## src/rtl/mem_pkg.sv

```systemverilog
// Shared widths and the stream reader state encoding for the SDRAM word bus.
package mem_pkg;

  localparam int MEM_ADDR_W = 22;
  localparam int MEM_DATA_W = 16;

  typedef enum logic [1:0] {
    IDLE,
    FETCH,
    PAUSE
  } reader_state_e;

endpackage

```

## src/rtl/mem_interface.sv

```systemverilog
// Word-wide SDRAM access bus between the controller (slave) and its initiators.
interface mem_interface;

  logic                            request;
  logic [mem_pkg::MEM_ADDR_W-1:0]  address;
  logic                            write_enable;
  logic [mem_pkg::MEM_DATA_W-1:0]  data_write;
  logic                            last4;
  logic                            ready;
  logic [mem_pkg::MEM_DATA_W-1:0]  data_read;

  modport master (
    output request, address, write_enable, data_write, last4,
    input  ready, data_read
  );

  modport slave (
    input  request, address, write_enable, data_write, last4,
    output ready, data_read
  );

endinterface

```

## src/rtl/stream_fifo.sv

```systemverilog
// Synchronous FIFO whose head word is held in a register, so data is valid as soon as the FIFO is non-empty.
module stream_fifo #(
  parameter int DEPTH = 16,
  parameter int WIDTH = 16
) (
  input  logic                     clock,
  input  logic                     reset,
  input  logic                     flush,
  input  logic                     push,
  input  logic [WIDTH-1:0]         push_data,
  input  logic                     pop,
  output logic [WIDTH-1:0]         head_data,
  output logic [$clog2(DEPTH):0]   count,
  output logic                     empty,
  output logic                     full
);

  localparam int AW = $clog2(DEPTH);

  logic [WIDTH-1:0] mem [DEPTH];
  logic [AW-1:0]    wr_ptr_q, wr_ptr_d;
  logic [AW-1:0]    rd_ptr_q, rd_ptr_d;
  logic [AW:0]      count_q, count_d;
  logic [WIDTH-1:0] head_q, head_d;
  logic             do_push, do_pop;

  always_comb begin
    do_push  = push && !flush;
    do_pop   = pop && !flush && (count_q != '0);
    wr_ptr_d = wr_ptr_q + {{(AW-1){1'b0}}, do_push};
    rd_ptr_d = rd_ptr_q + {{(AW-1){1'b0}}, do_pop};
    count_d  = count_q + {{AW{1'b0}}, do_push} - {{AW{1'b0}}, do_pop};
    head_d   = head_q;
    if (flush) begin
      wr_ptr_d = '0;
      rd_ptr_d = '0;
      count_d  = '0;
    end else if (do_pop && (count_q > (AW+1)'(1))) begin
      // Second-oldest entry becomes the head; it is already in memory even if pushed this cycle.
      head_d = mem[rd_ptr_q + AW'(1)];
    end else if (do_push && ((count_q == '0) || do_pop)) begin
      head_d = push_data;
    end
  end

  always_ff @(posedge clock) begin
    if (do_push) begin
      mem[wr_ptr_q] <= push_data;
    end
  end

  always_ff @(posedge clock or posedge reset) begin
    if (reset) begin
      wr_ptr_q <= '0;
      rd_ptr_q <= '0;
      count_q  <= '0;
      head_q   <= '0;
    end else begin
      wr_ptr_q <= wr_ptr_d;
      rd_ptr_q <= rd_ptr_d;
      count_q  <= count_d;
      head_q   <= head_d;
    end
  end

  assign head_data = head_q;
  assign count     = count_q;
  assign empty     = (count_q == '0);
  assign full      = (count_q == (AW+1)'(DEPTH));

endmodule

```

## src/rtl/mem_stream_reader.sv

```systemverilog
// Read-only SDRAM bus master: fetches a block of words as bursts, buffers them and streams them out.
module mem_stream_reader
  import mem_pkg::*;
#(
  parameter int FIFO_DEPTH = 16,
  parameter int LEN_W      = 16
) (
  input  logic                   clock,
  input  logic                   reset,
  input  logic                   start,
  input  logic                   abort,
  input  logic [MEM_ADDR_W-1:0]  base_address,
  input  logic [LEN_W-1:0]       length,
  output logic                   busy,
  output logic                   done,
  output logic [MEM_DATA_W-1:0]  out_data,
  output logic                   out_valid,
  input  logic                   out_ready,
  mem_interface.master           data_bus
);

  localparam int CW = $clog2(FIFO_DEPTH) + 1;

  reader_state_e         state_q, state_d;
  logic [MEM_ADDR_W-1:0] addr_q, addr_d;
  logic [LEN_W-1:0]      remaining_q, remaining_d;
  logic                  request_q, request_d;
  logic                  busy_q, busy_d;
  logic                  done_q, done_d;
  logic                  xfer, pop;
  logic [CW-1:0]         count, count_after, free_after;
  logic                  empty, full;

  // Abort discards any handshake in its own cycle.
  assign xfer = request_q && data_bus.ready && !abort;
  assign pop  = !empty && out_ready;

  always_comb begin
    count_after = abort ? '0 : count + CW'(xfer) - CW'(pop);
    free_after  = CW'(FIFO_DEPTH) - count_after;
    state_d     = state_q;
    addr_d      = addr_q + MEM_ADDR_W'(xfer);
    remaining_d = remaining_q - LEN_W'(xfer);
    busy_d      = busy_q;
    done_d      = 1'b0;
    case (state_q)
      IDLE: begin
        if (start && !abort) begin
          if (length == '0) begin
            done_d = 1'b1;
          end else begin
            addr_d      = base_address;
            remaining_d = length;
            busy_d      = 1'b1;
            state_d     = FETCH;
          end
        end
      end
      FETCH: begin
        if (remaining_d == '0) begin
          done_d  = 1'b1;
          busy_d  = 1'b0;
          state_d = IDLE;
        end else if (free_after < CW'(2)) begin
          state_d = PAUSE;
        end
      end
      PAUSE: begin
        if (free_after >= CW'(FIFO_DEPTH / 2)) begin
          state_d = FETCH;
        end
      end
      default: state_d = IDLE;
    endcase
    if (abort) begin
      state_d     = IDLE;
      busy_d      = 1'b0;
      remaining_d = '0;
      done_d      = (state_q != IDLE);
    end
    // Two free slots cover the word that may still land in the cycle request falls.
    request_d = (state_d == FETCH) && (remaining_d != '0) && (free_after >= CW'(2));
  end

  always_ff @(posedge clock or posedge reset) begin
    if (reset) begin
      state_q     <= IDLE;
      addr_q      <= '0;
      remaining_q <= '0;
      request_q   <= 1'b0;
      busy_q      <= 1'b0;
      done_q      <= 1'b0;
    end else begin
      state_q     <= state_d;
      addr_q      <= addr_d;
      remaining_q <= remaining_d;
      request_q   <= request_d;
      busy_q      <= busy_d;
      done_q      <= done_d;
    end
  end

  stream_fifo #(
    .DEPTH (FIFO_DEPTH),
    .WIDTH (MEM_DATA_W)
  ) u_fifo (
    .clock     (clock),
    .reset     (reset),
    .flush     (abort),
    .push      (xfer),
    .push_data (data_bus.data_read),
    .pop       (pop),
    .head_data (out_data),
    .count     (count),
    .empty     (empty),
    .full      (full)
  );

  push_on_full_a: assert property (@(posedge clock) disable iff (reset) !(xfer && full));

  assign busy                  = busy_q;
  assign done                  = done_q;
  assign out_valid             = !empty;
  assign data_bus.request      = request_q;
  assign data_bus.address      = addr_q;
  assign data_bus.last4        = request_q && (remaining_q <= LEN_W'(4));
  assign data_bus.write_enable = 1'b0;
  assign data_bus.data_write   = '0;

endmodule

```

## src/flat_wrapper.sv

```systemverilog
// flat-port wrapper written by rule: the top's interface ports become plain ports
module mem_stream_reader_flat import mem_pkg::*;
#(
  parameter int FIFO_DEPTH = 16,
  parameter int LEN_W      = 16
)
  (clock, reset, start, abort, base_address, length, busy, done, out_data, out_valid, out_ready, data_bus_request, data_bus_address, data_bus_write_enable, data_bus_data_write, data_bus_last4, data_bus_ready, data_bus_data_read);
  mem_interface data_bus_i ();
  input  logic clock;
  input  logic reset;
  input  logic start;
  input  logic abort;
  input  logic [MEM_ADDR_W-1:0] base_address;
  input  logic [LEN_W-1:0] length;
  output logic busy;
  output logic done;
  output logic [MEM_DATA_W-1:0] out_data;
  output logic out_valid;
  input  logic out_ready;
  output wire logic [$bits(data_bus_i.request)-1:0] data_bus_request;
  output wire logic [$bits(data_bus_i.address)-1:0] data_bus_address;
  output wire logic [$bits(data_bus_i.write_enable)-1:0] data_bus_write_enable;
  output wire logic [$bits(data_bus_i.data_write)-1:0] data_bus_data_write;
  output wire logic [$bits(data_bus_i.last4)-1:0] data_bus_last4;
  input wire logic [$bits(data_bus_i.ready)-1:0] data_bus_ready;
  input wire logic [$bits(data_bus_i.data_read)-1:0] data_bus_data_read;
  assign data_bus_request = data_bus_i.request;
  assign data_bus_address = data_bus_i.address;
  assign data_bus_write_enable = data_bus_i.write_enable;
  assign data_bus_data_write = data_bus_i.data_write;
  assign data_bus_last4 = data_bus_i.last4;
  assign data_bus_i.ready = data_bus_ready;
  assign data_bus_i.data_read = data_bus_data_read;
  mem_stream_reader #(.FIFO_DEPTH(FIFO_DEPTH), .LEN_W(LEN_W)) u_core (.clock(clock), .reset(reset), .start(start), .abort(abort), .base_address(base_address), .length(length), .busy(busy), .done(done), .out_data(out_data), .out_valid(out_valid), .out_ready(out_ready), .data_bus(data_bus_i));
endmodule
```

## config.mk

```make
export PLATFORM = sky130hd
export DESIGN_NAME = mem_stream_reader_flat
export DESIGN_NICKNAME = d
export VERILOG_FILES = /design/src/rtl/mem_pkg.sv /design/src/rtl/mem_interface.sv /design/src/rtl/stream_fifo.sv /design/src/rtl/mem_stream_reader.sv /design/src/flat_wrapper.sv
export SDC_FILE = /design/constraint.sdc
export NUM_CORES = 1
export LEC_CHECK = 0
export BUFFER_PORTS_ARGS = -buffer_cell sky130_fd_sc_hd__buf_4
export CORE_MARGIN = 2
export CORE_UTILIZATION = 51
export CTS_BUF_LIST = sky130_fd_sc_hd__clkbuf_4 sky130_fd_sc_hd__clkbuf_8
export CTS_CLUSTER_SIZE = 8
export DETAILED_ROUTE_END_ITERATION = 8
export HOLD_SLACK_MARGIN = 0.12
export PLACE_DENSITY = 0.7
export SLEW_MARGIN = 30
export SYNTH_ARGS = -nofsm -noshare
export SYNTH_HDL_FRONTEND = slang
export SYNTH_SLANG_ARGS = --single-unit
```

## constraint.sdc

```tcl
create_clock -name clock -period 7.3 [get_ports clock]
set_input_delay 1.46 -clock clock [delete_from_list [all_inputs] [get_ports clock]]
set_output_delay 1.46 -clock clock [all_outputs]
set_load 0.01 [all_outputs]
```

After elaboration in Yosys (flattened, before gate mapping):

Memory sizes are Yosys's and may differ from the RTL's.
Index checks and enable logic that the tools add are counted.

* word-level logic and storage cells: 91
* memory bits (writable): 256
* register bits after elaboration: 72
* memories: 1
* input bits: 60

Memory list
* u_core.u_fifo.mem: depth 16, width 16, read ports 1, clocked after memory_dff 0, wr ports 1, line stream_fifo.sv:20 `logic [WIDTH-1:0] mem [DEPTH];`

* add/sub/neg operators: 10
* reductions and logical operators: 26
* muxes and demuxes: 32
* $lt $le $gt $ge: 5
* bitwise logic cells: 1
* eq/ne operators: 6

Operators with widths (count)
* 16-bit 2-to-1 mux: 6
* 22-bit 2-to-1 mux: 3
* 16-bit zero test: 2
* 22-bit by 1-bit adder with 22-bit output: 1
* 16-bit by 3-bit less-or-equal comparator with 1-bit output, second input constant: 1
* 16-bit nonzero test: 1
* 16-bit by 1-bit subtractor with 16-bit output: 1
* 1-bit logical AND: 12
* 2-bit 2-to-1 mux: 6
* 5-bit by 1-bit adder with 5-bit output: 2
* 1-bit 2-to-1 mux: 10
* 5-bit 2-to-1 mux: 2
* 5-bit by 1-bit subtractor with 5-bit output: 2
* 4-bit by 1-bit adder with 4-bit output: 2
* 4-bit 2-to-1 mux: 2
* 3-bit by 2-bit inequality test with 1-bit output, second input constant: 2
* 2-bit case mux with 3 select lines: 1
* 5-bit by 2-bit >= comparator with 1-bit output, second input constant: 1
* 5-bit by 4-bit >= comparator with 1-bit output, second input constant: 1
* 5-bit by 1-bit greater-than comparator with 1-bit output, second input constant: 1
* 5-bit zero test: 1
* 5-bit by 2-bit less-than comparator with 1-bit output, second input constant: 1
* 5-bit nonzero test: 1
* 5-bit subtractor, first input constant: 1
* other kinds (13): 17

Logic depth before layout (Yosys ltp):

* depth after elaboration: 14
* depth in mapped cells: 16

By module:

A second synthesis with hierarchy kept.

* cells, all modules: 943
* area total of the unflattened synthesis: 14611.5 µm²

Modules (own cells, without submodules)
* stream_fifo: area each 11522.3 µm², cells each 578, seq. area each 8413.1 µm², instances 1
* mem_stream_reader: area each 3089.2 µm², cells each 365, seq. area each 1076.0 µm², instances 1

Worst setup path before layout:

Ideal clock, no wire load.

* path type: input to register
* from: input abort
* to: register u_core.request_q (netlist: u_core.data_bus.request)
* path buffers: 1
* setup time: 0.130 ns
* slack: 3.279 ns
* data arrival time: 3.891 ns
* cell stages on the path: 12
* path through: clkbuf_2 -> clkinv_1 -> nand3_1 -> inv_1 -> ha_1 -> fa_1 -> xor2_1 -> nor3b_2 -> nand3_1 -> or4b_4 -> a31oi_1 -> a211oi_1

* word-level cells in the longest chain between the ends: 14

Ends and longest elaborated chain
* from (decl): line flat_wrapper.sv:12 `input logic abort;`
* 1-bit zero test: line mem_stream_reader.sv:35, mem_stream_reader.sv:48
* 1-bit logical AND: line mem_stream_reader.sv:35 `assign xfer = request_q && data_bus.ready && !abort;`
* 5-bit by 1-bit adder with 5-bit output: line mem_stream_reader.sv:39 `count_after = abort ? '0 : count + CW'(xfer) - CW'(pop);`
* 5-bit by 1-bit subtractor with 5-bit output: line mem_stream_reader.sv:39
* 5-bit 2-to-1 mux: line mem_stream_reader.sv:39
* 5-bit subtractor: line mem_stream_reader.sv:40 `free_after = CW'(FIFO_DEPTH) - count_after;`
* 5-bit by 2-bit less-than comparator with 1-bit output: line mem_stream_reader.sv:64 `end else if (free_after < CW'(2)) begin`
* 2-bit 2-to-1 mux: line mem_stream_reader.sv:64
* 2-bit 2-to-1 mux: line mem_stream_reader.sv:60 `if (remaining_d == '0) begin`
* 2-bit case mux with 3 select lines: line mem_stream_reader.sv:46 `case (state_q)`
* 2-bit 2-to-1 mux: line mem_stream_reader.sv:75 `if (abort) begin`
* 2-bit by 1-bit == test with 1-bit output: line mem_stream_reader.sv:82 `request_d = (state_d == FETCH) && (remaining_d != '0) && (free_after >= CW'(2));`
* 1-bit logical AND: line mem_stream_reader.sv:82
* 1-bit logical AND (*): line mem_stream_reader.sv:82
* net u_core.request_d: line mem_stream_reader.sv:27 `logic request_q, request_d;`
* to (signal assigned): line mem_stream_reader.sv:97 `request_q <= request_d;`
* to (decl): line mem_stream_reader.sv:27

The timed path passes the listed nets; every way through them passes the cells marked *.
A chain may end at the register's enable or synchronous reset.

Worst setup path in the final report:

Ends and elaborated chain as after synthesis.

==> flow_metrics.tcl <==
set metrics [dict create \
    tritoncts_num_sinks 328 \
    swShare_pct 29.23 \
    io-pin-count 120 \
    synth-simple-area-share_pct 7.625 \
    antenna_found_initial 1 \
    p_clk_share_pct 30.1 \
    rsz0062_at_grt "no" \
    cp-startpoint "abort" \
    gp_routability_congestion 0.8146 \
    crit_path_max_incr_delay_ns 0.52 \
    cts-buffers-inserted 53 \
    setup_viol 0 \
    rr_startpoint "u_core.u_fifo.count[2]$_DFF_PP0_" \
    floorplan.initialDensity_pct 51.49 \
    hp-class "reg -> reg" \
    yosys.area_share.adder_pct 2.216 \
    worst-path-max-fanout 44 \
    dominant_combinational_cell_family_by_area_after_synthesis "multiplexers" \
    critPathMostFrequentCell "ha_1" \
    clk_pin_slew_worst_paths_ns 0.06 \
    netlist_area_mm2 0.01423 \
    setup_ws_ns 3.051 \
    maxCapViolations 0 \
    std_cell_rows 61 \
    cp_data_arrival_time_ns 4.71 \
    postRouteWirelength_mm 29.95 \
    synth_cell_types 62 \
    place.port_buffers 102 \
    first_global_vias 7988 \
    path_buf_inv 3 \
    critPathLaunchType "primary input" \
    global_route.usage.total_pct 20.99 \
    fin_worst_skew_ns 0.02485 \
    p_sw_mw 1.520 \
    final_layout_size_suffix_gt1_share_pct 32.18 \
    fmax_mhz 235.3 \
    cts_post_setup_buffers_inserted 0 \
    placed_cells 1320 \
    ctsHoldBuffers 0 \
    synth-xor-area-share_pct 2.753 \
    gr-total-overflow 0 \
    fin_crit_ns 4.249 \
    insertion_delay_ns 0.60 \
    timing.critical_path.required_ns 7.76 \
    grt_pass1_wl_mm 45.95 \
    worstSetupPathType "in -> reg" \
    synthFlopType "edfxtp_1" \
    tritoncts "yes" \
    pwr-share-seq_pct 44.9 \
    core_mm2 0.02763 \
    detailed_route_drc_error_count 0 \
    cp-end-kind "register" \
    grt_max_degree 65 \
    route.detailed.wl_per_inst_um 21.13 \
    h-tree-depth 2 \
    synthesis_warning_total 0 \
    tightest_slew_ns 0.9702 \
    pwr_density_cell_mw_per_mm2 314.3 \
    clockRootBuffer "clkbuf_8" \
    final_hold_vios 0 \
    power.combinational.fraction_pct 25.0 \
    num-nets-final 1082 \
    fin_hold_ws_ns 0.4848 \
    postCtsResizedCells 0 \
    p_int_mw 3.680 \
    place_hpwl_mm 17.46 \
    area_delta_synth_final_pct 16.29 \
    setup_total_negative_slack_ns 0 \
    synthMuxAreaShare_pct 14.18 \
    cp_slowest_cell "fa_1" \
    fill_cell_count 2111 \
    outcome "complete, no violations" \
    dieArea_mm2 0.02925 \
    postSynth.asyncResetShare_pct 21.95 \
    final_core_utilization_pct 59.88 \
    cp_top_family "adder cells" \
    multi_input_comb_area_mm2 0.004481 \
    min-delay-start "u_core.u_fifo.head_data[13]$_DFFE_PP0P_" \
    detailedRoute.firstPassIterationCount 5 \
    synth-seq-cells 328 \
    worst_slew_margin_relative_to_its_limit_pct 35.32 \
    dieHeight_um 171.0 \
    ant_nets 0 \
    via_to_cell_ratio 5.609 \
    peakVddDrop_v 0.0001771 \
    synth_edf_count 256 \
    fp.dieW_um 171.0 \
    maximum_buffer_depth_of_the_clock_tree 3 \
    timing.final.crit_share_pct 58.21 \
    slew_violations 0 \
    num_vias 7948 \
    synth_compound_area_share_pct 3.579 \
    syn_area_per_cell_um2 16.56 \
    final_cell_count_no_fill 1417 \
    yosysSeqAreaShare_pct 66.70 \
    power.leakage_nw 5.982 \
    crit_chain "buf_4 -> clkinv_1 -> nand3_1 -> inv_1 -> ha_1 -> fa_1 -> nand2_1 -> ha_1 -> or3_1 -> a21oi_1 -> nor2_1 -> a31oi_1 -> a211oi_1" \
    postSynthCellCount 859 \
    drt-initial-drc-count 809 \
    placement.setup.worst_slack_ns 2.464 \
    layout.area.seq_mm2 0.009493 \
]
layout make-up:
class,count,share of cell area [%]
clock inverter,12,0.5067
antenna,1,0.01513
timing repair buffer,122,5.778
inverter,20,0.4613
sequential,328,57.38
clock buffer,83,5.922
tap,378,2.859
multi-input combinational,473,27.08
kinds of logic after synthesis:
logic type | Yosys count
AOI/OAI and AO/OA | 82
xor gates and xnor gates | 43
adders and majority gates | 24
buffers and inverters | 74
DFF | 328
muxes | 101
other | 1
and+or+nand+nor | 206
cells in the mapped netlist (all sizes together) (7+ instances only):
cell type	number	area [um2]
edfxtp	256	7687
mux4	80	1802
dfrtp	72	1802
nor2	56	210.2
nand2	52	195.2
buf	43	299.0
o21ai	42	210.2
xor2	23	209.0
ha	22	275.3
nand3	21	110.1
xnor2	20	182.7
a211oi	19	152.6
inv	19	71.32
mux2i	17	170.2
nand4	12	81.33
clkbuf	11	42.54
nor3	11	65.06
nor4	10	77.57
nor2b	9	56.30
a21oi	7	35.03
nor3b	7	62.56
metrics by stage:
step / power [mW] / instance area (um2)
2_1_floorplan: 3.253 / 14290
3_3_place_gp: 3.644 / 15400
3_5_place_dp: 3.663 / 15450
4_1_cts: 5.239 / 16510
5_1_grt: 5.492 / 16540
6_report: 5.200 / 16540
sequential cells by signal, summed over array words and instances (netlist names):
register                 cells
u_core.remaining_q          16
u_core.u_fifo.mem          256
u_core.data_bus.address     22
u_core.u_fifo.head_data     16
u_core.u_fifo.wr_ptr_q       4
u_core.state_q               2
u_core.data_bus.request      1
u_core.u_fifo.count          5
u_core.u_fifo.rd_ptr_q       4
u_core.done                  1
u_core.busy                  1
final timing paths:
kind	depth (start not counted)	end	slack, ns
setup / recovery	13	u_core.data_bus.request$_DFF_PP0_	3.05
hold / removal	2	u_core.u_fifo.head_data[13]$_DFFE_PP0P_	0.48
setup reg to reg	16	u_core.data_bus.request$_DFF_PP0_	3.62
hold reg to reg	2	u_core.u_fifo.head_data[13]$_DFFE_PP0P_	0.48
max in group asynchronous	3	u_core.u_fifo.head_data[9]$_DFFE_PP0P_	5.35
min in group asynchronous	2	u_core.data_bus.address[6]$_DFF_PP0_	0.94
worst reg2reg max path: stages (launching register included):
cell and delay [ns]:
dfrtp_1 0.39, inv_1 0.11, ha_1 0.15, nor3b_1 0.26, nand2_1 0.19, and2_1 0.21, ha_1 0.27, inv_1 0.04
ha_1 0.21, fa_1 0.52, nand2_1 0.08, ha_1 0.25, or3_1 0.35, a21oi_1 0.26, nor2_1 0.07, a31oi_1 0.14
a211oi_1 0.07
placed cells by master, fill, tap and decap left out, types with 5 or more instances in the layout:
master	n
nor2b_1	9
a211oi_1	17
edfxtp_1	256
dfrtp_1	71
nor3_2	6
nor3_1	5
clkbuf_8	57
a21oi_1	7
buf_4	120
clkinv_2	6
nor3b_1	5
conb_1	17
mux4_2	80
clkinv_1	5
nor2_2	9
o21ai_1	26
nand4_1	11
inv_1	18
nor2_1	43
xnor2_1	19
clkbuf_4	26
o21ai_0	15
nand2_1	52
xor2_1	22
mux2i_1	17
nand3_1	20
nor4_1	9
a31oi_1	5
ha_1	21
power groups by stage:
stage          Sequential, mW  Clock [mW]  Combinational [mW]
2_1_floorplan            2.36           0               0.889
3_3_place_gp             2.37           0                1.28
3_5_place_dp             2.37           0                1.29
4_1_cts                  2.33        1.61                1.30
5_1_grt                  2.36        1.69                1.45
6_report                 2.33        1.56                1.30
per-layer routing:
layer / vias to the layer above / routed length (um) / track usage (%)
li1: 3590 / - / -
met1: 4036 / 13050 / 29.48
met2: 269 / 14350 / 33.89
met3: 53 / 1983 / 4.094
met4: 0 / 561 / 5.822
met5: - / 0 / 0
(Power assumes the default switching activity.)
